### src/rtl/multdiv_pkg.sv
// Shared types and constants for the iterative multiply/divide unit:
// FSM states, step counts and the radix-4 Booth digit decode.
package multdiv_pkg;

    localparam int DATA_WIDTH = 32;
    localparam int MUL_STEPS  = DATA_WIDTH / 2;
    localparam int DIV_STEPS  = DATA_WIDTH;

    typedef enum logic [2:0] {
        IDLE,
        MUL,
        DIV,
        FIX,
        DONE
    } state_t;

    typedef enum logic [2:0] {
        ZERO,
        POS1,
        POS2,
        NEG1,
        NEG2
    } booth_sel_t;

    // Window is {b[2i+1], b[2i], b[2i-1]}.
    function automatic booth_sel_t booth_decode(input logic [2:0] window);
        booth_sel_t sel;
        case (window)
            3'b001, 3'b010: sel = POS1;
            3'b011:         sel = POS2;
            3'b100:         sel = NEG2;
            3'b101, 3'b110: sel = NEG1;
            default:        sel = ZERO;
        endcase
        return sel;
    endfunction

endpackage

### src/rtl/multdiv_seq_if.sv
// Execute-stage multdiv handshake bundle; master is the processor,
// slave is the multiply/divide unit.
interface multdiv_seq_if
    import multdiv_pkg::*;
#(
    parameter int WIDTH = DATA_WIDTH
);

    // Handshake: ctrl_MULT/ctrl_DIV act as a one-cycle valid with operands
    // captured on that edge; there is no ready -- a new start always wins and
    // aborts any op in flight. data_resultRDY is a one-cycle completion pulse,
    // and data_result/data_exception stay stable until the next completion.
    logic [WIDTH-1:0] data_operandA;
    logic [WIDTH-1:0] data_operandB;
    logic             ctrl_MULT;
    logic             ctrl_DIV;
    logic [WIDTH-1:0] data_result;
    logic             data_exception;
    logic             data_resultRDY;

    modport master (
        output data_operandA, data_operandB, ctrl_MULT, ctrl_DIV,
        input  data_result, data_exception, data_resultRDY
    );

    modport slave (
        input  data_operandA, data_operandB, ctrl_MULT, ctrl_DIV,
        output data_result, data_exception, data_resultRDY
    );

endinterface

### src/rtl/booth_r4_step.sv
// Radix-4 Booth partial-product generator: picks 0, +-A or +-2A from the
// 3-bit multiplier window. Multiplicand arrives sign-extended by two bits.
module booth_r4_step
    import multdiv_pkg::*;
#(
    parameter int WIDTH = DATA_WIDTH
) (
    input  logic [2:0]       window,
    input  logic [WIDTH+1:0] mcand,
    output logic [WIDTH+1:0] pp
);

    always_comb begin
        pp = '0;
        case (booth_decode(window))
            POS1:    pp = mcand;
            POS2:    pp = mcand << 1;
            NEG1:    pp = -mcand;
            NEG2:    pp = -(mcand << 1);
            default: pp = '0;
        endcase
    end

endmodule

### src/rtl/multdiv_seq.sv
// Iterative signed multiply (radix-4 Booth) / divide (non-restoring) unit.
// Define MULTDIV_EARLY_OUT_EN to skip the iterations when an operand is zero.
module multdiv_seq
    import multdiv_pkg::*;
#(
    parameter int WIDTH = DATA_WIDTH
) (
    input  logic           clock,
    input  logic           reset,
    multdiv_seq_if.slave   bus,
    output state_t         dbg_state
);

    localparam int CNT_W = $clog2(DIV_STEPS);

    state_t             state;
    state_t             state_next;
    logic [CNT_W-1:0]   cnt;
    logic [WIDTH-1:0]   a_reg;
    logic [WIDTH-1:0]   b_reg;
    logic               op_mul;
    // acc: Booth high half / divider partial remainder.
    // work: multiplier then product low half / dividend then quotient.
    logic [WIDTH+1:0]   acc;
    logic [WIDTH-1:0]   work;
    logic               prev;
    logic [WIDTH-1:0]   result_q;
    logic               exc_q;

    logic               start;
    logic               zero_skip;
    logic [WIDTH-1:0]   a_mag_in;
    logic [WIDTH-1:0]   b_mag;
    logic [WIDTH+1:0]   mcand_ext;
    logic [WIDTH+1:0]   pp;
    logic [WIDTH+1:0]   mul_sum;
    logic [2*WIDTH+1:0] mul_shift;
    logic [WIDTH+1:0]   div_shift;
    logic [WIDTH+1:0]   div_rem;
    logic [WIDTH:0]     prod_top;
    logic               neg;
    logic [WIDTH-1:0]   fix_result;
    logic               fix_exc;

    assign start     = bus.ctrl_MULT | bus.ctrl_DIV;
    assign dbg_state = state;

    assign bus.data_result    = result_q;
    assign bus.data_exception = exc_q;
    assign bus.data_resultRDY = (state == DONE);

`ifdef MULTDIV_EARLY_OUT_EN
    assign zero_skip = (a_reg == '0) || (b_reg == '0);
`else
    assign zero_skip = 1'b0;
`endif

    // Booth step: add partial product into the high half, then shift the
    // whole {acc, work} pair right arithmetically by two.
    assign mcand_ext = {{2{a_reg[WIDTH-1]}}, a_reg};
    assign mul_sum   = acc + pp;
    assign mul_shift = $signed({mul_sum, work}) >>> 2;

    booth_r4_step #(.WIDTH(WIDTH)) u_booth (
        .window ({work[1:0], prev}),
        .mcand  (mcand_ext),
        .pp     (pp)
    );

    // Non-restoring step on magnitudes; quotient bit is the new remainder's sign.
    assign a_mag_in  = bus.data_operandA[WIDTH-1] ? -bus.data_operandA : bus.data_operandA;
    assign b_mag     = b_reg[WIDTH-1] ? -b_reg : b_reg;
    assign div_shift = {acc[WIDTH:0], work[WIDTH-1]};
    assign div_rem   = acc[WIDTH+1] ? div_shift + {2'b00, b_mag}
                                    : div_shift - {2'b00, b_mag};

    assign prod_top = {acc[WIDTH-1:0], work[WIDTH-1]};
    assign neg      = a_reg[WIDTH-1] ^ b_reg[WIDTH-1];

    always_comb begin
        fix_result = '0;
        fix_exc    = 1'b0;
        if (op_mul) begin
            if (!zero_skip) begin
                fix_result = work;
                fix_exc    = !((&prod_top) || !(|prod_top));
            end
        end else if (b_reg == '0) begin
            fix_exc = 1'b1;
        end else if (!zero_skip) begin
            fix_result = neg ? -work : work;
            // Only 0x80000000 / -1 yields a positive quotient with the MSB set.
            fix_exc    = !neg && work[WIDTH-1];
        end
    end

    always_ff @(posedge clock or posedge reset) begin
        if (reset) begin
            state <= IDLE;
        end else begin
            state <= state_next;
        end
    end

    always_comb begin
        state_next = state;
        if (start) begin
            state_next = bus.ctrl_MULT ? MUL : DIV;
        end else begin
            case (state)
                IDLE: state_next = IDLE;
                MUL: begin
                    if (zero_skip || cnt == CNT_W'(MUL_STEPS - 1)) state_next = FIX;
                end
                DIV: begin
                    if (zero_skip || cnt == CNT_W'(DIV_STEPS - 1)) state_next = FIX;
                end
                FIX:     state_next = DONE;
                DONE:    state_next = IDLE;
                default: state_next = IDLE;
            endcase
        end
    end

    always_ff @(posedge clock or posedge reset) begin
        if (reset) begin
            cnt      <= '0;
            a_reg    <= '0;
            b_reg    <= '0;
            op_mul   <= 1'b0;
            acc      <= '0;
            work     <= '0;
            prev     <= 1'b0;
            result_q <= '0;
            exc_q    <= 1'b0;
        end else if (start) begin
            cnt    <= '0;
            a_reg  <= bus.data_operandA;
            b_reg  <= bus.data_operandB;
            op_mul <= bus.ctrl_MULT;
            acc    <= '0;
            work   <= bus.ctrl_MULT ? bus.data_operandB : a_mag_in;
            prev   <= 1'b0;
        end else begin
            case (state)
                MUL: begin
                    if (!zero_skip) begin
                        acc  <= mul_shift[2*WIDTH+1:WIDTH];
                        work <= mul_shift[WIDTH-1:0];
                        prev <= work[1];
                        cnt  <= cnt + 1'b1;
                    end
                end
                DIV: begin
                    if (!zero_skip) begin
                        acc  <= div_rem;
                        work <= {work[WIDTH-2:0], ~div_rem[WIDTH+1]};
                        cnt  <= cnt + 1'b1;
                    end
                end
                FIX: begin
                    result_q <= fix_result;
                    exc_q    <= fix_exc;
                end
                default: ;
            endcase
        end
    end

endmodule

### src/flat_wrapper.sv
// flat-port wrapper written by rule: the top's interface ports become plain ports
module multdiv_seq_flat import multdiv_pkg::*;
#(
    parameter int WIDTH = DATA_WIDTH
)
  (clock, reset, dbg_state, bus_data_operandA, bus_data_operandB, bus_ctrl_MULT, bus_ctrl_DIV, bus_data_result, bus_data_exception, bus_data_resultRDY);
  multdiv_seq_if #(.WIDTH(WIDTH)) bus_i ();
  input  logic clock;
  input  logic reset;
  output state_t dbg_state;
  input wire logic [$bits(bus_i.data_operandA)-1:0] bus_data_operandA;
  input wire logic [$bits(bus_i.data_operandB)-1:0] bus_data_operandB;
  input wire logic [$bits(bus_i.ctrl_MULT)-1:0] bus_ctrl_MULT;
  input wire logic [$bits(bus_i.ctrl_DIV)-1:0] bus_ctrl_DIV;
  output wire logic [$bits(bus_i.data_result)-1:0] bus_data_result;
  output wire logic [$bits(bus_i.data_exception)-1:0] bus_data_exception;
  output wire logic [$bits(bus_i.data_resultRDY)-1:0] bus_data_resultRDY;
  assign bus_i.data_operandA = bus_data_operandA;
  assign bus_i.data_operandB = bus_data_operandB;
  assign bus_i.ctrl_MULT = bus_ctrl_MULT;
  assign bus_i.ctrl_DIV = bus_ctrl_DIV;
  assign bus_data_result = bus_i.data_result;
  assign bus_data_exception = bus_i.data_exception;
  assign bus_data_resultRDY = bus_i.data_resultRDY;
  multdiv_seq #(.WIDTH(WIDTH)) u_core (.clock(clock), .reset(reset), .bus(bus_i), .dbg_state(dbg_state));
endmodule
### config.mk
export PLATFORM = sky130hd
export DESIGN_NAME = multdiv_seq_flat
export DESIGN_NICKNAME = d
export VERILOG_FILES = /design/src/rtl/multdiv_pkg.sv /design/src/rtl/multdiv_seq_if.sv /design/src/rtl/booth_r4_step.sv /design/src/rtl/multdiv_seq.sv /design/src/flat_wrapper.sv
export SDC_FILE = /design/constraint.sdc
export NUM_CORES = 1
export LEC_CHECK = 0
export CORE_MARGIN = 8
export CORE_UTILIZATION = 28
export CTS_BUF_LIST = sky130_fd_sc_hd__clkbuf_8
export DETAILED_ROUTE_END_ITERATION = 8
export PLACE_DENSITY = 0.41
export SYNTH_ARGS = -nofsm -noshare
export SYNTH_HDL_FRONTEND = slang
export SYNTH_SLANG_ARGS = --single-unit
### constraint.sdc
create_clock -name clock -period 10.35 [get_ports clock]
set_clock_uncertainty 0.15 [all_clocks]
set_input_delay 2.07 -clock clock [delete_from_list [all_inputs] [get_ports clock]]
set_output_delay 2.07 -clock clock [all_outputs]
set_load 0.01 [all_outputs]
-- Word-level counts from Yosys, hierarchy flattened
Cells that the tools add are included.
- register bits after elaboration: 173
- input bits: 68
- output and inout port bits: 37
- add/sub/neg operators: 9
- eq/ne operators: 18
- muxes and demuxes: 24
- bitwise operators: 4
- reductions and logical operators: 16
- operators by type and width (cell ; count):
    $mux 32 ; 7
    $pmux 34 s4 ; 1
    $neg 32->32 ; 3
    $mux 34 ; 2
    $neg 34->34 ; 2
    $pmux 34 s2 ; 1
    $pmux 32 s2 ; 1
    $add 34x32->34 ; 1
    $add 34x34->34 ; 1
    $sub 34x32->34 ; 1
    $reduce_and 33->1 ; 1
    $reduce_or 33->1 ; 1
    $logic_not 32->1 ; 1
    $eq 3x2->1 const B ; 6
    $eq 3x3->1 const B ; 5
    $pmux 3 s4 ; 1
    $mux 5 ; 2
    $eq 3x1->1 const B ; 3
    $mux 3 ; 3
    $pmux 3 s3 ; 1
    $ne 3x1->1 const B ; 2
    $reduce_or 2->1 ; 3
    $add 5x1->5 const B ; 1
    $eq 5x4->1 const B ; 1
    12 further kinds ; 20

-- Logic depth before layout (Yosys ltp)
- depth after elaboration: 8
- gate-level depth with buffers: 23

-- Hierarchy
Synthesis repeated with hierarchy kept, for this count alone.
- cells, all modules: 2061
- area total of the unflattened synthesis: 15872.7 um^2
- modules (own cells, without submodules) (module ; instances ; cells an instance ; area an instance (um^2) ; seq. area each (um^2)):
    multdiv_seq ; 1 ; 1740 ; 13793.2 ; 4329.2
    booth_r4_step ; 1 ; 321 ; 2079.5 ; 0.0

-- Worst setup path before layout
OpenSTA, ideal clock, no wires.
- kind: register to register
- start: register u_core.b_reg[31]
- end: register u_core.acc[29]
- setup time: 0.072 ns
- arrival: 5.102 ns
- path slack: 5.025 ns
- cell stages (with the launch flop): 20
- buffers on the path: 5
- path through: dfrtp_1 > clkbuf_1 > clkbuf_1 > buf_1 > clkbuf_1 > buf_1 > o21ai_0 > xor2_1 > xnor2_1 > ha_1 > or4_1 > o2111a_1 > a221oi_1 > a31oi_1 > a21boi_2 > o21ai_0 > or4b_2 > a31oi_1 > a221oi_1 > nor2_1
- word-level cells in the longest chain between the ends: 5
- ends and longest elaborated chain (item ; RTL line ; text):
    start, declared ; multdiv_seq.sv:20 ; logic [WIDTH-1:0] b_reg;
    start signal, assigned ; multdiv_seq.sv:139 ; b_reg <= bus.data_operandB;
    $mux 32 * ; multdiv_seq.sv:72 ; assign b_mag = b_reg[WIDTH-1] ? -b_reg : b_reg;
    $sub 34x32->34 / $add 34x32->34 (equally long branches) ; multdiv_seq.sv:75, multdiv_seq.sv:74 ;
    $mux 34 * ; multdiv_seq.sv:74 ; assign div_rem = acc[WIDTH+1] ? div_shift + {2'b00, b_mag}
    $pmux 34 s2 * ; multdiv_seq.sv:145 ; case (state)
    $mux 34 * ; multdiv_seq.sv:136 ; end else if (start) begin
    end signal, assigned ; multdiv_seq.sv:148 ; acc <= mul_shift[2*WIDTH+1:WIDTH];
    end signal, assigned ; multdiv_seq.sv:156 ; acc <= div_rem;
    end, declared ; multdiv_seq.sv:24 ; logic [WIDTH+1:0] acc;
Every way passes the cells marked *; elsewhere a longest branch is shown, timed or not.
A chain may end at the register's enable or synchronous reset.

-- Final worst setup path
- start: register u_core.b_reg[0]
- end: register u_core.acc[29]
- word-level cells in the longest chain between the ends: 6
- ends and longest elaborated chain (item ; RTL line):
    $neg 32->32 ; multdiv_seq.sv:72
    $mux 32 * ; multdiv_seq.sv:72
    $sub 34x32->34 / $add 34x32->34 (equally long branches) ; multdiv_seq.sv:75, multdiv_seq.sv:74
    $mux 34 * ; multdiv_seq.sv:74
    $pmux 34 s2 * ; multdiv_seq.sv:145
    $mux 34 * ; multdiv_seq.sv:136
Marks and branches as above.

==> impl_summary.txt <==
----------------------------------------------------
[STA]
  Hold slack ... 0.343 ns
  Worst slew margin ... 0.371
  Part of the cycle the worst path needs ... 0.580
  Clock period minus worst slack ... 6.00 ns
  Unrepaired setup endpoints after global routing ... no
  Number of endpoints with negative hold slack in the final report ... 0
  Slew at the pin closest to its max-slew limit ... 0.944 ns
  Setup TNS ... 0 ns
  Final number of max-transition violations ... 0
  Post-route setup slack ... 4.35 ns
  # setup viols final ... 0
  Highest clock frequency the design can meet ... 0.167 GHz

[Clocking]
  Post-CTS sizing ... 0
  TritonCTS Sinks ... 173
  Number of buffers on the longest clock path ... 2
  Post-CTS clock slew at the launch and capture registers of the worst setup and hold paths ... 0.12 ns
  Clock buffer count from CTS ... 17
  Clock Tree Root ... sky130_fd_sc_hd__clkbuf_8
  Post-CTS repair timing setup buffer count ... 0
  Clock Latency Late Sink ... 0.58 ns
  Number of levels in the clock H-tree ... 4
  Hold buffer count at cts ... 0
  Clock tree from TritonCTS ... yes

[Synth]
  Synth area leaders ... sky130_fd_sc_hd__dfrtp_1, sky130_fd_sc_hd__nand2_1, sky130_fd_sc_hd__xnor2_1
  Synth warn ... 0
  Post-synthesis instance area ... 0.0160 mm²
  Avg Synthesized Cell Area ... 7.45 µm²
  Count of distinct cell types in the synthesized netlist ... 85
  Share of async-settable or async-resettable flops after synthesis ... 1.00
  EDFF count, synth ... 0
  Dominant synthesized flop cell ... sky130_fd_sc_hd__dfrtp_1
  Synth Net Count ... 2296
  Synthesized instance count ... 2153
  Largest area contributor in the netlist ... sky130_fd_sc_hd__dfrtp_1
  Sequential share of the synthesized area ... 0.270
  Share of Yosys cell area claimed by the top area cell type ... 0.270
  Number of synthesized register bits ... 173

[Cells and area]
  Max reg flops ... 34
  Layout-stage area growth over the synthesis result ... 12.5%
  Fin area ... 0.0180 mm²
  Fin util ... 0.319
  Number of standard cells in the layout, taps in and fillers out ... 2911
  Final nets ... 2284
  Register with the most flip-flops ... u_core.acc
  Commonest non-fill, non-tap cell in the layout ... sky130_fd_sc_hd__nand2_1
  Fraction of layout instances using a drive strength above 1 ... 0.0455
  Leading cell types in the layout, fill and taps excluded ... sky130_fd_sc_hd__nand2_1, sky130_fd_sc_hd__a21oi_1, sky130_fd_sc_hd__dfrtp_1

[Worst setup path]
  Crit Path Class ... reg -> reg
  Worst path required time ... 10.71 ns
  Worst setup startpoint ... u_core.b_reg[0]
  RR Endpoint ... u_core.acc[29]
  Maximum net fanout on the critical path ... 8
  Path depth of the worst reg2reg path ... 21
  Worst setup SP type ... flop
  Critical Path AT ... 6.36 ns
  Source of the worst register-to-register timing path ... u_core.b_reg[0]
  Reg-to-reg slack, setup ... 4.35 ns
  Endpoint kind of the worst setup timing path ... flop
  Critical path destination ... u_core.acc[29]

[Global routing]
  Global routing's busiest layer ... met2
  Met1 GRT Util ... 0.264
  Wire length of the first global-routing pass ... 98200 µm
  Global routing usage summed across all routing layers ... 0.193
  Maximum number of pins on one net before global-route repair ... 114
  Final global-route overflow total ... 0
  Number of antenna violations at the first check in global routing ... 2
  Global-route track usage on met3 ... 0.0375
  Met2 Usage GRT ... 0.310
  Via count of the first global-routing pass ... 15300

[Drt]
  Overall routed net length ... 64800 µm
  Residual antenna-violating net count after detailed routing ... 0
  Via count of the routed design ... 16000
  Starting DRT DRC Count ... 1417
  DRC violations left ... 0
  Wire length per cell after detailed routing ... 22.3 µm
  Via/cell ratio ... 5.51
  Number of iterations in the first detailed-routing pass ... 6

[Power]
  Final total power ... 2.67 mW
  Power density normalized to cell area ... 148 mW/mm²
  Worst ir drop on vdd ... 101 µV
  LEAKAGE ... 7.41 nW

[Die]
  Standard-cell row count ... 87
  Initial standard-cell utilization of the core ... 0.284
  Core Footprint ... 0.0565 mm²
  Die span in x ... 255 µm
  Die height ... 255 µm
  Die area ... 0.0652 mm²
  I/O pin count ... 105

[Placement]
  Placed insts ... 2878
  Number of input and output port buffers inserted ... 104
  Area of placed instances ... 0.0176 mm²
  Detailed Place HPWL ... 48500 µm
  Placer's final routability congestion estimate ... 0.876
  Worst-case setup slack after placement ... 4.42 ns

[Run status]
  Outcome ... finished clean

[Min path]
  Hold wc startpoint ... u_core.bus.data_result[14]
  Path class of the lowest-slack min-delay path ... reg -> reg

[Run]
  Reported max-cap violation count ... 0

----------------------------------------------------
==> report_power, final <==
group	internal [mW]	switching, mW	leakage (nW)	total (mW)
Clock	0.235	0.335	0.224	0.569
Sequential	0.767	0.140	2.15	0.907
Combinational	0.489	0.704	5.03	1.19
==> worst min path at each step <==
stage | depth (start not counted) | slack, ns | endpoint
after floorplan | 2 | 0.32 | u_core.b_reg[25]
after global placement | 2 | 0.32 | u_core.bus.data_result[3]
after detailed placement | 2 | 0.32 | u_core.bus.data_result[3]
after CTS | 2 | 0.35 | u_core.bus.data_result[17]
after global routing | 2 | 0.37 | u_core.bus.data_result[24]
final | 2 | 0.34 | u_core.bus.data_result[14]
==> per-layer routing <==
layer	up-vias	wire length (µm)
li1	7673	-
met1	7855	30300
met2	445	29700
met3	65	3550
met4	2	1270
met5	-	13
==> critical path, cell delays in order (launching register included) <==
cell and delay [ns]:
sky130_fd_sc_hd__dfrtp_1 0.46, sky130_fd_sc_hd__inv_1 0.13, sky130_fd_sc_hd__ha_1 0.30, sky130_fd_sc_hd__nor3b_2 0.48, sky130_fd_sc_hd__nand3_1 0.38, sky130_fd_sc_hd__or4_1 0.56
sky130_fd_sc_hd__a21oi_1 0.13, sky130_fd_sc_hd__o21ai_0 0.20, sky130_fd_sc_hd__nor2b_1 0.35, sky130_fd_sc_hd__nor2_1 0.09, sky130_fd_sc_hd__xnor2_1 0.14, sky130_fd_sc_hd__ha_1 0.38
sky130_fd_sc_hd__a21o_1 0.19, sky130_fd_sc_hd__a21oi_1 0.15, sky130_fd_sc_hd__a21oi_1 0.09, sky130_fd_sc_hd__a311oi_1 0.24, sky130_fd_sc_hd__a21boi_2 0.29, sky130_fd_sc_hd__o21ai_0 0.20
sky130_fd_sc_hd__or4b_2 0.63, sky130_fd_sc_hd__a31oi_1 0.19, sky130_fd_sc_hd__a221oi_1 0.07, sky130_fd_sc_hd__nor2_1 0.12
==> cells in the mapped netlist, types with 10 or more instances <==
master,n
sky130_fd_sc_hd__nand2b_1,30
sky130_fd_sc_hd__nor2b_1,11
sky130_fd_sc_hd__a31oi_1,34
sky130_fd_sc_hd__clkbuf_1,129
sky130_fd_sc_hd__ha_1,73
sky130_fd_sc_hd__nand4_1,20
sky130_fd_sc_hd__nor3_1,53
sky130_fd_sc_hd__a21o_1,34
sky130_fd_sc_hd__o41ai_1,11
sky130_fd_sc_hd__o21a_1,11
sky130_fd_sc_hd__inv_1,39
sky130_fd_sc_hd__nor4_1,33
sky130_fd_sc_hd__a221oi_1,47
sky130_fd_sc_hd__nand3_1,25
sky130_fd_sc_hd__xor2_1,68
sky130_fd_sc_hd__or3_1,16
sky130_fd_sc_hd__o21bai_1,10
sky130_fd_sc_hd__dfrtp_1,173
sky130_fd_sc_hd__or4_1,17
sky130_fd_sc_hd__buf_2,11
sky130_fd_sc_hd__xnor2_1,149
sky130_fd_sc_hd__mux2i_1,14
sky130_fd_sc_hd__a21oi_1,201
sky130_fd_sc_hd__a211oi_1,21
sky130_fd_sc_hd__and3_1,18
sky130_fd_sc_hd__nand2_1,411
sky130_fd_sc_hd__o31ai_1,25
sky130_fd_sc_hd__o21ai_0,152
sky130_fd_sc_hd__buf_1,14
sky130_fd_sc_hd__nor2_1,154
==> cell type report <==
| cell class | count | area, µm² |
|---|---|---|
| clock inverters | 14 | 196 |
| diodes | 1 | 2.50 |
| multi-input cells | 1781 | 10900 |
| inverters | 40 | 158 |
| fillers | 6066 | 38500 |
| clock buffers | 18 | 248 |
| repair buffers | 128 | 1220 |
| well taps | 756 | 946 |
| flip-flops and latches | 173 | 4330 |
==> logic make-up (layout without fill, tap and decap cells) <==
family,after synthesis,count (layout),synth area share
AND/OR/NAND/NOR,837,837,0.241
AO/OA/AOI/OAI,637,637,0.253
XOR/XNOR,217,217,0.119
buffers and inverters,199,200,0.0492
flip-flops,173,173,0.270
adder cells (fa/ha/maj),75,75,0.0595
multiplexers,15,15,0.00944
other,0,1,0
(Power assumes the default switching activity.)
